==> src/rtl/life_pkg.sv <==
// Shared types and default geometry for the Game-of-Life sequencer.
package life_pkg;

  typedef enum logic [1:0] {
    ST_IDLE = 2'd0,
    ST_LOAD = 2'd1,
    ST_RUN  = 2'd2,
    ST_HALT = 2'd3
  } life_state_e;

  localparam int LIFE_MAP_W = 8;
  localparam int LIFE_MAP_H = 8;
  localparam int LIFE_CELLS = LIFE_MAP_W * LIFE_MAP_H;

endpackage

==> src/rtl/life_tick_prescaler.sv <==
// Programmable down-counter producing a registered one-cycle tick every
// max(period,1) enabled cycles. Period is resampled at each reload so a
// change only takes effect from the next reload onward.
module life_tick_prescaler #(
  parameter int PERIOD_W = 16
) (
  input  logic                clock,
  input  logic                reset,
  input  logic                enable,
  input  logic                reload,
  input  logic [PERIOD_W-1:0] period,
  output logic                tick
);

  logic [PERIOD_W-1:0] cnt;
  logic [PERIOD_W-1:0] reload_val;

  // period 0 behaves like period 1: reload value is clamped to 0
  assign reload_val = (period == '0) ? '0 : period - 1'b1;

  // count down while enabled; tick is registered so it lands one cycle
  // after the counter reaches zero
  always_ff @(posedge clock or posedge reset) begin
    if (reset) begin
      cnt  <= '0;
      tick <= 1'b0;
    end else if (reload) begin
      cnt  <= reload_val;
      tick <= 1'b0;
    end else if (enable) begin
      if (cnt == '0) begin
        cnt  <= reload_val;
        tick <= 1'b1;
      end else begin
        cnt  <= cnt - 1'b1;
        tick <= 1'b0;
      end
    end else begin
      tick <= 1'b0;
    end
  end

endmodule

==> src/rtl/life_sequencer.sv <==
// Generation controller for the Life map register: run/pause/step/load
// sequencing, generation counting and optional auto-halt on extinction or
// still life. All outputs are registered.
module life_sequencer
  import life_pkg::*;
#(
  parameter int MAP_W     = LIFE_MAP_W,
  parameter int MAP_H     = LIFE_MAP_H,
  parameter int PERIOD_W  = 16,
  parameter int GEN_W     = 16,
  parameter bit AUTO_HALT = 1'b1
) (
  input  logic                   clock,
  input  logic                   reset,
  input  logic                   load,
  input  logic                   start,
  input  logic                   stop,
  input  logic                   step,
  input  logic [PERIOD_W-1:0]    period,
  input  logic [MAP_W*MAP_H-1:0] state_cur,
  input  logic [MAP_W*MAP_H-1:0] state_next,
  output logic                   map_enable,
  output logic                   init_sel,
  output logic [GEN_W-1:0]       generation,
  output logic                   running,
  output logic                   halted,
  output logic                   extinct,
  output logic                   stable
);

  life_state_e      state_q, state_d;
  logic             me_d, init_d, ext_d, stb_d;
  logic [GEN_W-1:0] gen_d;
  logic             tick, reload, advance;

  life_tick_prescaler #(.PERIOD_W(PERIOD_W)) u_presc (
    .clock  (clock),
    .reset  (reset),
    .enable (state_q == ST_RUN),
    .reload (reload),
    .period (period),
    .tick   (tick)
  );

  // next-state and next-output decode; load outranks every other command
  always_comb begin
    state_d = state_q;
    me_d    = 1'b0;
    init_d  = 1'b0;
    gen_d   = generation;
    ext_d   = extinct;
    stb_d   = stable;
    reload  = 1'b0;
    advance = 1'b0;
    if (load) begin
      state_d = ST_LOAD;
      me_d    = 1'b1;
      init_d  = 1'b1;
      gen_d   = '0;
      ext_d   = 1'b0;
      stb_d   = 1'b0;
    end else begin
      unique case (state_q)
        ST_IDLE, ST_LOAD: begin
          state_d = ST_IDLE;
          if (stop) begin
            state_d = ST_IDLE;
          end else if (start) begin
            state_d = ST_RUN;
            reload  = 1'b1;
          end else if (step) begin
            advance = 1'b1;
          end
        end
        ST_RUN: begin
          // stop wins over a coincident tick, which is simply dropped
          if (stop) begin
            state_d = ST_IDLE;
          end else if (tick) begin
            if (AUTO_HALT && state_cur == '0) begin
              state_d = ST_HALT;
              ext_d   = 1'b1;
            end else if (AUTO_HALT && state_next == state_cur) begin
              state_d = ST_HALT;
              stb_d   = 1'b1;
            end else begin
              advance = 1'b1;
            end
          end
        end
        ST_HALT: begin
          if (stop) state_d = ST_IDLE;
        end
        default: state_d = ST_IDLE;
      endcase
    end
    if (advance) begin
      me_d  = 1'b1;
      gen_d = (generation == '1) ? generation : generation + 1'b1;
    end
  end

  // state and output registers; async reset also kills any pending pulse
  always_ff @(posedge clock or posedge reset) begin
    if (reset) begin
      state_q    <= ST_IDLE;
      map_enable <= 1'b0;
      init_sel   <= 1'b0;
      generation <= '0;
      extinct    <= 1'b0;
      stable     <= 1'b0;
    end else begin
      state_q    <= state_d;
      map_enable <= me_d;
      init_sel   <= init_d;
      generation <= gen_d;
      extinct    <= ext_d;
      stable     <= stb_d;
    end
  end

  assign running = (state_q == ST_RUN);
  assign halted  = (state_q == ST_HALT);

endmodule

==> config.mk <==
export PLATFORM = sky130hd
export DESIGN_NAME = life_sequencer
export DESIGN_NICKNAME = d
export VERILOG_FILES = /design/src/rtl/life_pkg.sv /design/src/rtl/life_tick_prescaler.sv /design/src/rtl/life_sequencer.sv
export SDC_FILE = /design/constraint.sdc
export NUM_CORES = 1
export LEC_CHECK = 0
export ABC_AREA = 1
export ABC_CLOCK_PERIOD_IN_PS = 2000
export BUFFER_PORTS_ARGS = -buffer_cell sky130_fd_sc_hd__buf_2
export CORE_MARGIN = 2
export CORE_UTILIZATION = 35
export CTS_CLUSTER_SIZE = 10
export DETAILED_ROUTE_END_ITERATION = 10
export GPL_ROUTABILITY_DRIVEN = 0
export HOLD_SLACK_MARGIN = 0.12
export PLACE_DENSITY = 0.67
export SETUP_SLACK_MARGIN = 0.15
export SYNTH_ARGS = -nofsm -noshare
export SYNTH_HDL_FRONTEND = slang
export SYNTH_HIERARCHICAL = 1
export SYNTH_SLANG_ARGS = --single-unit
==> constraint.sdc <==
create_clock -name clock -period 2 [get_ports clock]
set_input_delay 0 -clock clock [delete_from_list [all_inputs] [get_ports clock]]
set_output_delay 0 -clock clock [all_outputs]
set_load 0.02 [all_outputs]
# == Word-level counts from Yosys, hierarchy flattened ==
# Index checks and enable logic that the tools add are counted.
# word_totals
ff_bits,39
inputBits,150
out_inout_bits,22
elab_cells,82
# classes
n_addsub,3
n_eq_ne,11
muxes,45
n_reduce_logical,15
# ops
op,count
$mux 16,7
$eq 64x64->1,1
$logic_not 64->1,1
$logic_not 16->1,2
$sub 16x1->16 const B,2
$mux 1,28
$add 16x1->16 const B,1
$eq 16x16->1 const B,1
$mux 2,8
$reduce_bool 2->1,6
$ne 2x2->1 const B,3
$pmux 2 s3,1
$ne 5x3->1 const B,1
$reduce_and 5->1,1
$eq 2x2->1 const B,2
$ne 4x3->1 const B,1
$reduce_and 4->1,1
$ne 3x3->1 const B,1
$reduce_and 3->1,1
$eq 2x1->1 const B,1
$logic_not 2->1,1
$pmux 1 s2,1
$reduce_and 2->1,1
$reduce_or 2->1,1

# == Longest topological paths before layout ==
# Gate-level depths: netlist (run 1).
# logic_depth
depth_word,9
depth_mapped,15
ltp_nobuf,14

# == Cells and area by module ==
# The synthesis (run 1) kept the hierarchy.
# by_module_without_submodules
mod,instances,cells_each,area_per_inst_um2,seq_area_each_um2
life_sequencer,1,550,2859.0,550.5
life_tick_prescaler,1,303,1771.7,425.4

# == Worst setup path before layout (run 1) ==
# Ideal clock, no wire load.
# synth_path
path_kind,reg2reg
start,register state_q[1]
end,register u_presc.cnt[1]
setup_ns,0.077
arrival_time_ns,1.855
required_time_ns,1.923
setup_slack_ns,0.068
path_stages_with_launch,7
n_path_buf,1
synth_period_minus_slack_ns,1.932
path_cell_list,dfrtp_1 > nor4_1 > nor2_2 > inv_2 > clkbuf_1 > nand3_1 > o21ai_1
# synth_between
elab_chain_len,5
word_cells_on_any_way,8
classes_between,2 x eq/ne; 3 x mux; 3 x reduce/logical
# synth_rtl
element,line,source
start: declaration,life_sequencer.sv:31,"life_state_e state_q, state_d;"
start signal: assignment,life_sequencer.sv:113,state_q <= state_d;
$eq 2x1->1 or $logic_not 2->1 (tied branches),life_sequencer.sv:63,unique case (state_q)
$reduce_or 2->1 *,life_sequencer.sv:63,
$mux 1 *,life_sequencer.sv:63,
$mux 1 *,life_sequencer.sv:55,if (load) begin
named net reload,life_sequencer.sv:34,"logic tick, reload, advance;"
$mux 16 or $reduce_bool 2->1 (tied branches),n/a,
end signal: assignment,life_tick_prescaler.sv:28,cnt <= reload_val;
end signal: assignment,life_tick_prescaler.sv:32,cnt <= reload_val;
end signal: assignment,life_tick_prescaler.sv:35,cnt <= cnt - 1'b1;
end: declaration,life_tick_prescaler.sv:15,logic [PERIOD_W-1:0] cnt;
# Mark *: on every way through the listed nets, which the timed path passes. The rest lies on a longest branch.
# A chain may end at the register's enable or synchronous reset.

# == Final worst setup path (run 1) ==
# layout_path
start,register generation[0]
end,register generation[5]
# layout_between
elab_chain_len,3
word_cells_on_any_way,6
classes_between,1 x add/sub; 2 x eq/ne; 2 x mux; 1 x reduce/logical
# layout_rtl
element,line,source
start: declaration,life_sequencer.sv:24,"output logic [GEN_W-1:0] generation,"
start signal: assignment,life_sequencer.sv:116,generation <= gen_d;
$add 16x1->16 or $eq 16x16->1 (tied branches),life_sequencer.sv:99,gen_d = (generation == '1) ? generation : generation + 1'b1;
$mux 16 or $ne 2x2->1 (tied branches),n/a,
$mux 16 or $reduce_and 2->1 (tied branches),n/a,
# Several ways; a longest one is shown, not always the timed one. The select of a mux whose other input is x is not followed.

==> flow_metrics.py, run 1 <==
metrics = {
    "timing": {
        "hold_violations": 0,
        "setup_violations": 0,
        "fmaxAchievable_mhz": 571,
        "tightestPinTransition_ps": 853,
        "slew_violations": 0,
        "fin_worst_skew_ps": 4.89,
        "rsz0062_at_grt": "yes",
        "period_needed_ps": 1750,
        "setup_slack_ps": 248,
        "finalCritPeriodShare": 0.876,
        "final.setup.tns_ps": 0,
        "relSlewSlack": 0.431,
    },
    "synth": {
        "async_reset_ff_frac": 1.00,
        "ys.flop_type": "dfrtp_1",
        "syn_inst": 853,
        "ys_ff_latch": 39,
        "netlist_area_um2": 4630,
        "yosysWarnings": 6,
        "synth_cell_types": 34,
        "synth_common_cells": "nand2_1, inv_1, nor2_1",
        "synth_fp_nets": 1007,
        "synth.avg_cell_area_um2": 5.43,
        "yosys.area.top_type": "nand2_1",
        "synth_top_area_share": 0.253,
        "ys_seq_area_frac": 0.211,
        "synth_edf_count": 0,
        "yosysMostFrequentCell": "nand2_1",
        "synth_area_leaders": "nand2_1, dfrtp_1, inv_1",
    },
    "pwr": {
        "irDropWorstVdd_v": 0.000334,
        "p_sw_w": 0.00137,
        "power_frac_seq": 0.333,
        "p_sw_frac": 0.393,
        "p_total_w": 0.00349,
        "power_density_nw_per_um2": 588,
        "p_leak_nw": 3.59,
        "p_clk_frac": 0.270,
        "internal_power_w": 0.00212,
        "power_frac_comb": 0.397,
    },
    "hold_path": {
        "min_to": "u_presc/cnt[0]$_DFFE_PP0P_",
        "min_from": "period[0]",
        "whs_path_depth": 6,
        "min-delay-path-class": "in2reg",
    },
    "critical_path": {
        "crit_type": "reg2reg",
        "worstPathArrival_ps": 1930,
        "crit-reg2reg-launch": "generation[0]$_DFFE_PP0P_",
        "reg2reg_depth": 11,
        "crit_fanout": 8,
        "rr_endpoint": "generation[5]$_DFFE_PP0P_",
        "cp-start-kind": "flop",
        "required_ps": 2180,
        "rrSetupSlack_ps": 250,
        "end_kind": "flop",
    },
    "global_routing": {
        "grt_start_max_net_pins": 31,
        "grt_pass1_vias": 4909,
        "grt_util_all_layers": 0.182,
        "overflow": 0,
        "antenna_found_initial": 0,
        "grt_pass1_wl_mm": 21.7,
    },
    "clock_network": {
        "cts_sinks": 39,
        "clock_latency_ps": 280,
        "cts_made_buffers": 5,
        "cts_buffer_depth": 2,
        "htreeDepth": 2,
        "cts-root-buf": "clkbuf_16",
        "path_clk_slew_ps": 60,
        "cts_tree": "built",
    },
    "routing": {
        "drt_iter0_drc": 326,
        "vias": 5397,
        "drt_pre_antenna_iters": 5,
        "drtAntennaViolNets": 0,
        "viasPerCell": 4.46,
        "drc": 0,
        "wirelength_mm": 13.0,
        "wl_per_cell_um": 10.8,
    },
    "layout": {
        "finalCoreUtilization": 0.454,
        "drive_gt1_frac": 0.227,
        "area_growth_pct": 28.3,
        "final_area_um2": 5940,
        "nNetsFinal": 1186,
        "diodes": 0,
    },
    "placed_design": {
        "post_dp_cell_area_um2": 5660,
        "dp_slack_ps": 228,
        "port_buffers": 171,
        "hpwlAfterDp_mm": 10.6,
    },
    "die": {
        "dieHeight_um": 119,
        "num_rows": 42,
        "fp.coreArea_um2": 13100,
        "start_util": 0.354,
        "io_pins": 172,
        "die-area_um2": 14200,
        "die_w_um": 119,
    },
    "flow_run": {
        "cap_violations": 0,
    },
    "outcome": {
        "status": "finished, final reports clean",
    },
}
## critical path, cell delays in order, from the launching register on
cell     delay [ps]
dfrtp_1         430
ha_4            190
nand3_2         100
nor2_2           50
inv_2            80
nor3_4           50
nand2_2          90
nor2_4           50
a21oi_4         300
nand2_4         150
nand3_1         100
nand2_1          50
## power groups by stage
| stage | sequential (W) | combinational [W] | clock (W) |
|---|---|---|---|
| 5_1_grt | 0.00119 | 0.00161 | 0.00100 |
| 2_1_floorplan | 0.00112 | 0.00100 | 0 |
| 3_3_place_gp | 0.00117 | 0.00135 | 0 |
| 4_1_cts | 0.00116 | 0.00138 | 0.000967 |
| 6_report | 0.00116 | 0.00139 | 0.000942 |
| 3_5_place_dp | 0.00117 | 0.00137 | 0 |
## metal layers
layer  routed length, um  vias to the layer above  GRT usage  share of wire
li1                    -                     2938          -              -
met1                5990                     2317      0.244           0.46
met2                6300                      126      0.313           0.48
met3                 571                       16     0.0302          0.044
met4                 146                        0     0.0298          0.011
met5                   0                        -          0              0
## kinds of logic after synthesis
kind of cell / Yosys count / synth area share
simple gates: 584 / 0.546
buf+inv: 177 / 0.152
xor+xnor: 26 / 0.0492
compound gates: 23 / 0.0319
fa+ha+maj: 4 / 0.0108
flops: 39 / 0.211
## sequential cells by signal (all words and copies together), names as in the netlist
| register | flops |
|---|---|
| extinct | 1 |
| generation | 16 |
| init_sel | 1 |
| map_enable | 1 |
| stable | 1 |
| state_q | 2 |
| u_presc/cnt | 16 |
| u_presc/tick | 1 |
## layout by cell type (no fill, tap or decap), types with 3 or more instances in the layout
master,count
nand2_4,4
clkbuf_16,5
xor2_1,22
nor2_2,8
xnor2_1,4
inv_2,14
nor2_4,7
dfrtp_1,39
buf_4,6
nand4_1,29
inv_1,148
nand2_1,312
o21ai_1,6
nand2_2,4
nor3_1,4
nand3_1,76
o21ai_0,10
dlygate4sd3_1,5
nand3b_1,5
ha_1,3
clkinv_1,3
buf_2,171
nor2_1,129
## final cells by class
type                            count  area, um^2
Clock buffer                        6         139
Sequential cell                    39         976
Fill cell                        1473        7150
Tap cell                          176         220
Timing Repair Buffer              182         951
Inverter                          166         626
Clock inverter                      2        35.0
Multi-Input combinational cell    638        2990
## worst max path at each step
| stage | from | end |
|---|---|---|
| global placement | generation[0]$_DFFE_PP0P_ | generation[3]$_DFFE_PP0P_ |
| finish | generation[0]$_DFFE_PP0P_ | generation[5]$_DFFE_PP0P_ |
| detailed placement | generation[0]$_DFFE_PP0P_ | generation[15]$_DFFE_PP0P_ |
| CTS | generation[0]$_DFFE_PP0P_ | generation[15]$_DFFE_PP0P_ |
| global route | generation[0]$_DFFE_PP0P_ | generation[7]$_DFFE_PP0P_ |
| floorplan | generation[0]$_DFFE_PP0P_ | generation[15]$_DFFE_PP0P_ |
## timing repair
action | 4_1_cts | 5_1_grt
setup buffers | 0 | 3
resized for setup | 0 | 6
hold endpoints to repair | 46 | 0
setup endpoints to repair | 0 | 17
hold buffers | 5 | 0
## metrics by stage
step | cells | hold slack [ps]
global route | 1209 | 195
global placement | 1192 | 152
floorplan | 853 | -73.9
finish | 1209 | 130
detailed placement | 1192 | 151
CTS | 1205 | 133
Power figures use the tool's default switching activity.
==> run 2, diff against run 1 <==
--- a/config.mk
+++ b/config.mk
@@ -8,15 +8,14 @@
 export ABC_AREA = 1
 export ABC_CLOCK_PERIOD_IN_PS = 2000
 export BUFFER_PORTS_ARGS = -buffer_cell sky130_fd_sc_hd__buf_2
-export CORE_MARGIN = 2
+export CORE_MARGIN = 5
 export CORE_UTILIZATION = 35
 export CTS_CLUSTER_SIZE = 10
 export DETAILED_ROUTE_END_ITERATION = 10
 export GPL_ROUTABILITY_DRIVEN = 0
 export HOLD_SLACK_MARGIN = 0.12
-export PLACE_DENSITY = 0.67
+export PLACE_DENSITY = 0.68
 export SETUP_SLACK_MARGIN = 0.15
 export SYNTH_ARGS = -nofsm -noshare
 export SYNTH_HDL_FRONTEND = slang
-export SYNTH_HIERARCHICAL = 1
 export SYNTH_SLANG_ARGS = --single-unit
==> run 2 against run 1 <==
Against the previous run:
- cell count down 4.7%
- critical endpoint is now generation[12]$_DFFE_PP0P_
- combinational power decreased by 5%
- critical path type unchanged
- register-to-register slack got worse by 110 ps
- clock skew hardly changed
- core utilization rose by 3.4 points
- non-clock buffer count is 15 higher
- die area increased by 3.9%
==> flow_metrics.py, run 2 <==
metrics = {
    "timing": {
        "tightestPinTransition_ps": 523,
        "finalCritPeriodShare": 0.929,
        "relSlewSlack": 0.651,
        "whs_ps": 165,
        "period_needed_ps": 1860,
        "rsz0062_at_grt": "yes",
        "fin_worst_skew_ps": 5.09,
        "hold_violations": 0,
        "setup_violations": 0,
        "fmaxAchievable_mhz": 538,
        "final.setup.tns_ps": 0,
        "slew_violations": 0,
    },
    "critical_path": {
        "crit_family": "simple AND/OR/NAND/NOR gates",
        "rrSetupSlack_ps": 140,
        "rr_endpoint": "generation[12]$_DFFE_PP0P_",
        "crit-reg2reg-launch": "generation[1]$_DFFE_PP0P_",
        "crit_fanout": 8,
        "end_kind": "flop",
        "cp-start-kind": "flop",
        "path_depth": 11,
        "reg2reg_depth": 11,
        "cp-startpoint": "generation[1]$_DFFE_PP0P_",
        "crit_path_max_incr_delay_ps": 400,
        "crit_path_frequent_cell": "nor2_4",
        "worstPathArrival_ps": 2080,
        "timing.critical_path.to": "generation[12]$_DFFE_PP0P_",
        "path_cells": "ha_4 > nand3_2 > inv_2 > nand2_4 > nor2_4 > nand3_4 > nor2_4 > nand4_4 > nand2_8 > nand3_1 > nand2_1",
        "crit_path_top_delay_cell": "dfrtp_2",
        "path_buf_inv": 1,
        "crit_type": "reg2reg",
        "required_ps": 2220,
    },
    "global_routing": {
        "grt_util_all_layers": 0.168,
        "grt_start_max_net_pins": 40,
        "antenna_found_initial": 0,
        "grt_pass1_wl_mm": 20.6,
        "overflow": 0,
        "grt_pass1_vias": 4698,
    },
    "synth": {
        "synth_cell_types": 37,
        "syn_inst": 787,
        "yosys.area.top_type": "nand2_1",
        "ys_seq_area_frac": 0.225,
        "netlist_area_um2": 4340,
        "ys_ff_latch": 39,
        "synth_top_area_share": 0.230,
        "async_reset_ff_frac": 1.00,
        "synth_edf_count": 0,
        "synth_fp_nets": 941,
        "yosysWarnings": 0,
        "synth_common_cells": "nand2_1, inv_1, nor2_1",
        "ys.flop_type": "dfrtp_1",
        "yosysMostFrequentCell": "nand2_1",
        "synth_area_leaders": "nand2_1, dfrtp_1, inv_1",
        "synth.avg_cell_area_um2": 5.51,
    },
    "flow_run": {
        "cap_violations": 0,
    },
    "routing": {
        "drt_pre_antenna_iters": 5,
        "wl_per_cell_um": 11.6,
        "wirelength_mm": 13.4,
        "vias": 5255,
        "viasPerCell": 4.56,
        "drc": 0,
        "drt_iter0_drc": 374,
        "drtAntennaViolNets": 0,
    },
    "placed_design": {
        "port_buffers": 171,
        "dp.cells": 1124,
        "hpwlAfterDp_mm": 10.6,
        "post_dp_cell_area_um2": 5420,
    },
    "die": {
        "dieHeight_um": 121,
        "die-area_um2": 14700,
        "start_util": 0.360,
        "die_w_um": 121,
        "num_rows": 40,
        "io_pins": 172,
        "fp.coreArea_um2": 12100,
    },
    "layout": {
        "layout_common_cells": "nand2_1, buf_2, inv_1",
        "final_common_cell": "nand2_1",
        "final_area_um2": 5880,
        "fin_cells": 1152,
        "drive_gt1_frac": 0.258,
        "largestRegisters": "generation (16), u_presc.cnt (16), state_q (2)",
        "diodes": 0,
        "nNetsFinal": 1137,
        "area_growth_pct": 35.6,
    },
    "pwr": {
        "p_leak_nw": 3.49,
        "power_density_nw_per_um2": 536,
        "irDropWorstVdd_v": 0.000325,
    },
    "clock_network": {
        "cts-root-buf": "clkbuf_16",
        "cts_buffer_depth": 2,
        "htreeDepth": 2,
        "cts_made_buffers": 5,
        "cts_sinks": 39,
        "path_clk_slew_ps": 60,
        "clock_latency_ps": 280,
        "cts_tree": "built",
    },
    "hold_path": {
        "min-delay-path-class": "in2reg",
    },
    "outcome": {
        "status": "finished, final reports clean",
    },
}
run 2: routing by layer:
metal | vias up | wire length (um) | global-route usage
li1 | 2805 | - | -
met1 | 2275 | 5970 | 0.213
met2 | 154 | 6470 | 0.302
met3 | 21 | 738 | 0.0256
met4 | 0 | 180 | 0.0294
met5 | - | 0 | 0
run 2: cell families after synthesis:
kind of cell / after synthesis / synth area share
AO/OA/AOI/OAI: 55 / 0.0704
AND/OR/NAND/NOR: 486 / 0.475
adder cells (fa/ha/maj): 4 / 0.0115
buffers and inverters: 171 / 0.153
flip-flops: 39 / 0.225
XOR/XNOR: 32 / 0.0646
run 2: area by class of cell:
cell class	count	area, um^2
Inverter	161	604
Fill cell	1296	6180
Multi-Input combinational cell	579	2860
Timing Repair Buffer	197	1090
Sequential cell	39	978
Clock buffer	7	133
Tap cell	168	210
Clock inverter	1	5.00
run 2: where the power goes:
part	switching (W)	internal (W)	leakage, nW
Clock	0.000312	0.000461	0.0679
Sequential	0.000115	0.000941	0.510
Combinational	0.000796	0.000525	2.91
Total	0.00122	0.00193	3.49
run 2: repair_timing:
action,4_1_cts,5_1_grt
resized for setup,1,29
hold endpoints to repair,46,0
gates cloned,0,2
pin swaps,1,11
buffers inserted,0,11
setup endpoints to repair,16,31
hold buffers,7,0
run 2: worst reg2reg max path, stage by stage, from the launching register on:
cell and delay [ps]:
dfrtp_2 400, ha_4 150, nand3_2 100, inv_2 120, nand2_4 60, nor2_4 160
nand3_4 100, nor2_4 150, nand4_4 210, nand2_8 190, nand3_1 80, nand2_1 70
run 2: worst min path at each step:
stage / startpoint / slack [ps] / cells past startpoint / to
floorplan: load / 30 / 0 / init_sel$_DFF_PP0_
global placement: reset / 160 / 3 / generation[14]$_DFFE_PP0P_
detailed placement: reset / 160 / 3 / generation[14]$_DFFE_PP0P_
CTS: period[8] / 150 / 6 / u_presc.cnt[8]$_DFFE_PP0P_
global route: period[8] / 190 / 6 / u_presc.cnt[8]$_DFFE_PP0P_
finish: period[13] / 160 / 4 / u_presc.cnt[13]$_DFFE_PP0P_
run 2: through the flow:
| stage | total power, W | utilization | worst slack [ps] |
|---|---|---|---|
| floorplan | 0.00187 | - | 185 |
| global placement | 0.00227 | 0.449 | 193 |
| detailed placement | 0.00228 | 0.449 | 134 |
| CTS | 0.00307 | 0.467 | 152 |
| global route | 0.00343 | 0.488 | 30.0 |
| finish | 0.00315 | 0.488 | 142 |
==> run 3, diff against run 2 <==
--- a/config.mk
+++ b/config.mk
@@ -7,14 +7,14 @@
 export LEC_CHECK = 0
 export ABC_AREA = 1
 export ABC_CLOCK_PERIOD_IN_PS = 2000
-export BUFFER_PORTS_ARGS = -buffer_cell sky130_fd_sc_hd__buf_2
 export CORE_MARGIN = 5
 export CORE_UTILIZATION = 35
 export CTS_CLUSTER_SIZE = 10
 export DETAILED_ROUTE_END_ITERATION = 10
+export DONT_BUFFER_PORTS = 1
 export GPL_ROUTABILITY_DRIVEN = 0
 export HOLD_SLACK_MARGIN = 0.12
-export PLACE_DENSITY = 0.68
+export PLACE_DENSITY = 0.56
 export SETUP_SLACK_MARGIN = 0.15
 export SYNTH_ARGS = -nofsm -noshare
 export SYNTH_HDL_FRONTEND = slang
==> run 3 against run 2 <==
Against the previous run:
- global-route usage down 0.43 points
- count of clock-buffer cells in the layout down 1
- clock power up 23%
- clock skew up 2.5 ps
- critical endpoint is now generation[10]$_DFFE_PP0P_
- largest cell class unchanged
==> flow_metrics.py, run 3 (synthesis gave the netlist of run 2 again) <==
metrics = {
    "routing": {
        "vias": 4568,
        "wl_per_cell_um": 12.4,
        "wirelength_mm": 12.4,
        "drt_pre_antenna_iters": 4,
        "drt_iter0_drc": 221,
        "drc": 0,
        "drtAntennaViolNets": 0,
        "viasPerCell": 4.56,
    },
    "layout": {
        "area_growth_pct": 20.6,
        "layout_common_cells": "nand2_1, inv_1, nor2_1",
        "final_common_cell": "nand2_1",
        "drive_gt1_frac": 0.107,
        "fin_cells": 1001,
        "nFillCells": 1311,
        "largestRegisters": "generation (16), u_presc.cnt (16), state_q (2)",
        "diodes": 0,
        "nNetsFinal": 986,
    },
    "pwr": {
        "p_leak_nw": 2.89,
        "irDropWorstVdd_v": 0.000326,
        "power_density_nw_per_um2": 596,
        "p_total_w": 0.00312,
    },
    "global_routing": {
        "grt_util_all_layers": 0.164,
        "grt_pass1_wl_mm": 20.0,
        "antenna_found_initial": 0,
        "grt_pass1_vias": 4280,
        "grt_start_max_net_pins": 40,
        "overflow": 0,
    },
    "die": {
        "fp.coreArea_um2": 12100,
        "num_rows": 40,
        "io_pins": 172,
        "die_w_um": 121,
        "start_util": 0.360,
        "dieHeight_um": 121,
        "die-area_um2": 14700,
    },
    "clock_network": {
        "path_clk_slew_ps": 60,
        "cts_buffer_depth": 2,
        "cts_made_buffers": 5,
        "cts-root-buf": "clkbuf_16",
        "clock_latency_ps": 280,
        "htreeDepth": 2,
        "cts_tree": "built",
        "cts_sinks": 39,
    },
    "critical_path": {
        "crit_fanout": 8,
        "worstPathArrival_ps": 2060,
        "end_kind": "flop",
        "required_ps": 2230,
        "crit_type": "reg2reg",
        "cp-start-kind": "flop",
    },
    "hold_path": {
        "min-delay-path-class": "in2reg",
    },
    "timing": {
        "period_needed_ps": 1840,
        "setup_violations": 0,
        "hold_violations": 0,
        "fmaxAchievable_mhz": 544,
        "setup_slack_ps": 163,
        "final.setup.tns_ps": 0,
        "finalCritPeriodShare": 0.919,
        "fin_worst_skew_ps": 7.55,
        "tightestPinTransition_ps": 533,
        "slew_violations": 0,
        "rsz0062_at_grt": "yes",
        "relSlewSlack": 0.645,
    },
    "outcome": {
        "status": "finished, final reports clean",
    },
    "placed_design": {
        "port_buffers": 0,
        "dp_slack_ps": 144,
        "dp.cells": 967,
        "hpwlAfterDp_mm": 9.99,
    },
    "flow_run": {
        "cap_violations": 0,
    },
}
-- run 3: cell count changes in the layout (fill, tap and decap cells not counted), moves of 2 or more --
cell | previous run | this run
buf_4 | 17 | 26
dlygate4sd3_1 | 7 | 19
nor2_2 | 8 | 2
clkbuf_1 | 2 | 0
buf_2 | 171 | 0
nor2_4 | 3 | 5
nor2_1 | 102 | 106
-- run 3: final timing paths --
path	endpoint	startpoint	slack, ps	cells past startpoint
worst min register to register	u_presc.tick$_DFF_PP0_	state_q[0]$_DFFE_PP0P_	520	3
worst max-delay path	generation[10]$_DFFE_PP0P_	generation[0]$_DFFE_PP0P_	160	11
worst min-delay path	u_presc.cnt[1]$_DFFE_PP0P_	period[1]	120	5
max in group asynchronous	generation[0]$_DFFE_PP0P_	reset	1310	3
worst max register to register	generation[10]$_DFFE_PP0P_	generation[0]$_DFFE_PP0P_	160	11
min in group asynchronous	generation[14]$_DFFE_PP0P_	reset	290	3
-- run 3: per-layer routing --
layer  vias up  GRT usage  wire (um)
li1       2508          -          -
met1      1932      0.217       5580
met2       121      0.275       5790
met3         7     0.0368        914
met4         0     0.0273         77
met5         -          0          0
-- run 3: layout make-up --
type	count	area (um^2)	area share
clock buffer	6	139	0.0266
clock inverter	2	35.0	0.00670
inverter	161	604	0.116
multi-input combinational	579	2860	0.546
sequential	39	978	0.187
tap	168	210	0.0402
timing repair buffer	46	405	0.0775
-- run 3: timing repair --
item / CTS / global route
gates cloned: 0 / 2
endpoints found under the hold margin: 57 / 0
pin swaps: 0 / 9
buffers inserted: 0 / 5
resized for setup: 2 / 26
hold buffers: 19 / 0
endpoints found under the setup margin: 13 / 24
-- run 3: through the flow --
| step | hold slack (ps) | utilization | area, um^2 |
|---|---|---|---|
| 6_report | 124 | 0.434 | 5230 |
| 5_1_grt | 161 | 0.434 | 5230 |
| 4_1_cts | 122 | 0.417 | 5030 |
| 3_5_place_dp | 32.0 | 0.386 | 4660 |
| 3_3_place_gp | 32.0 | 0.386 | 4660 |
| 2_1_floorplan | 31.4 | - | 4340 |
-- run 3: power by group --
part	switching (W)	internal [W]
clock network	0.000328	0.000621
logic	0.000690	0.000428
registers	0.000111	0.000940
total	0.00113	0.00199
-- run 3: worst max-delay path, stage by stage, from the launching register on --
cell and delay, ps:
dfrtp_2 380, ha_4 140, nand3_2 90, inv_2 110
nand2_4 60, nor2_4 160, nand3_4 100, nor2_4 160
nand4_4 210, nand2_8 210, nand3_1 80, nand2_1 70
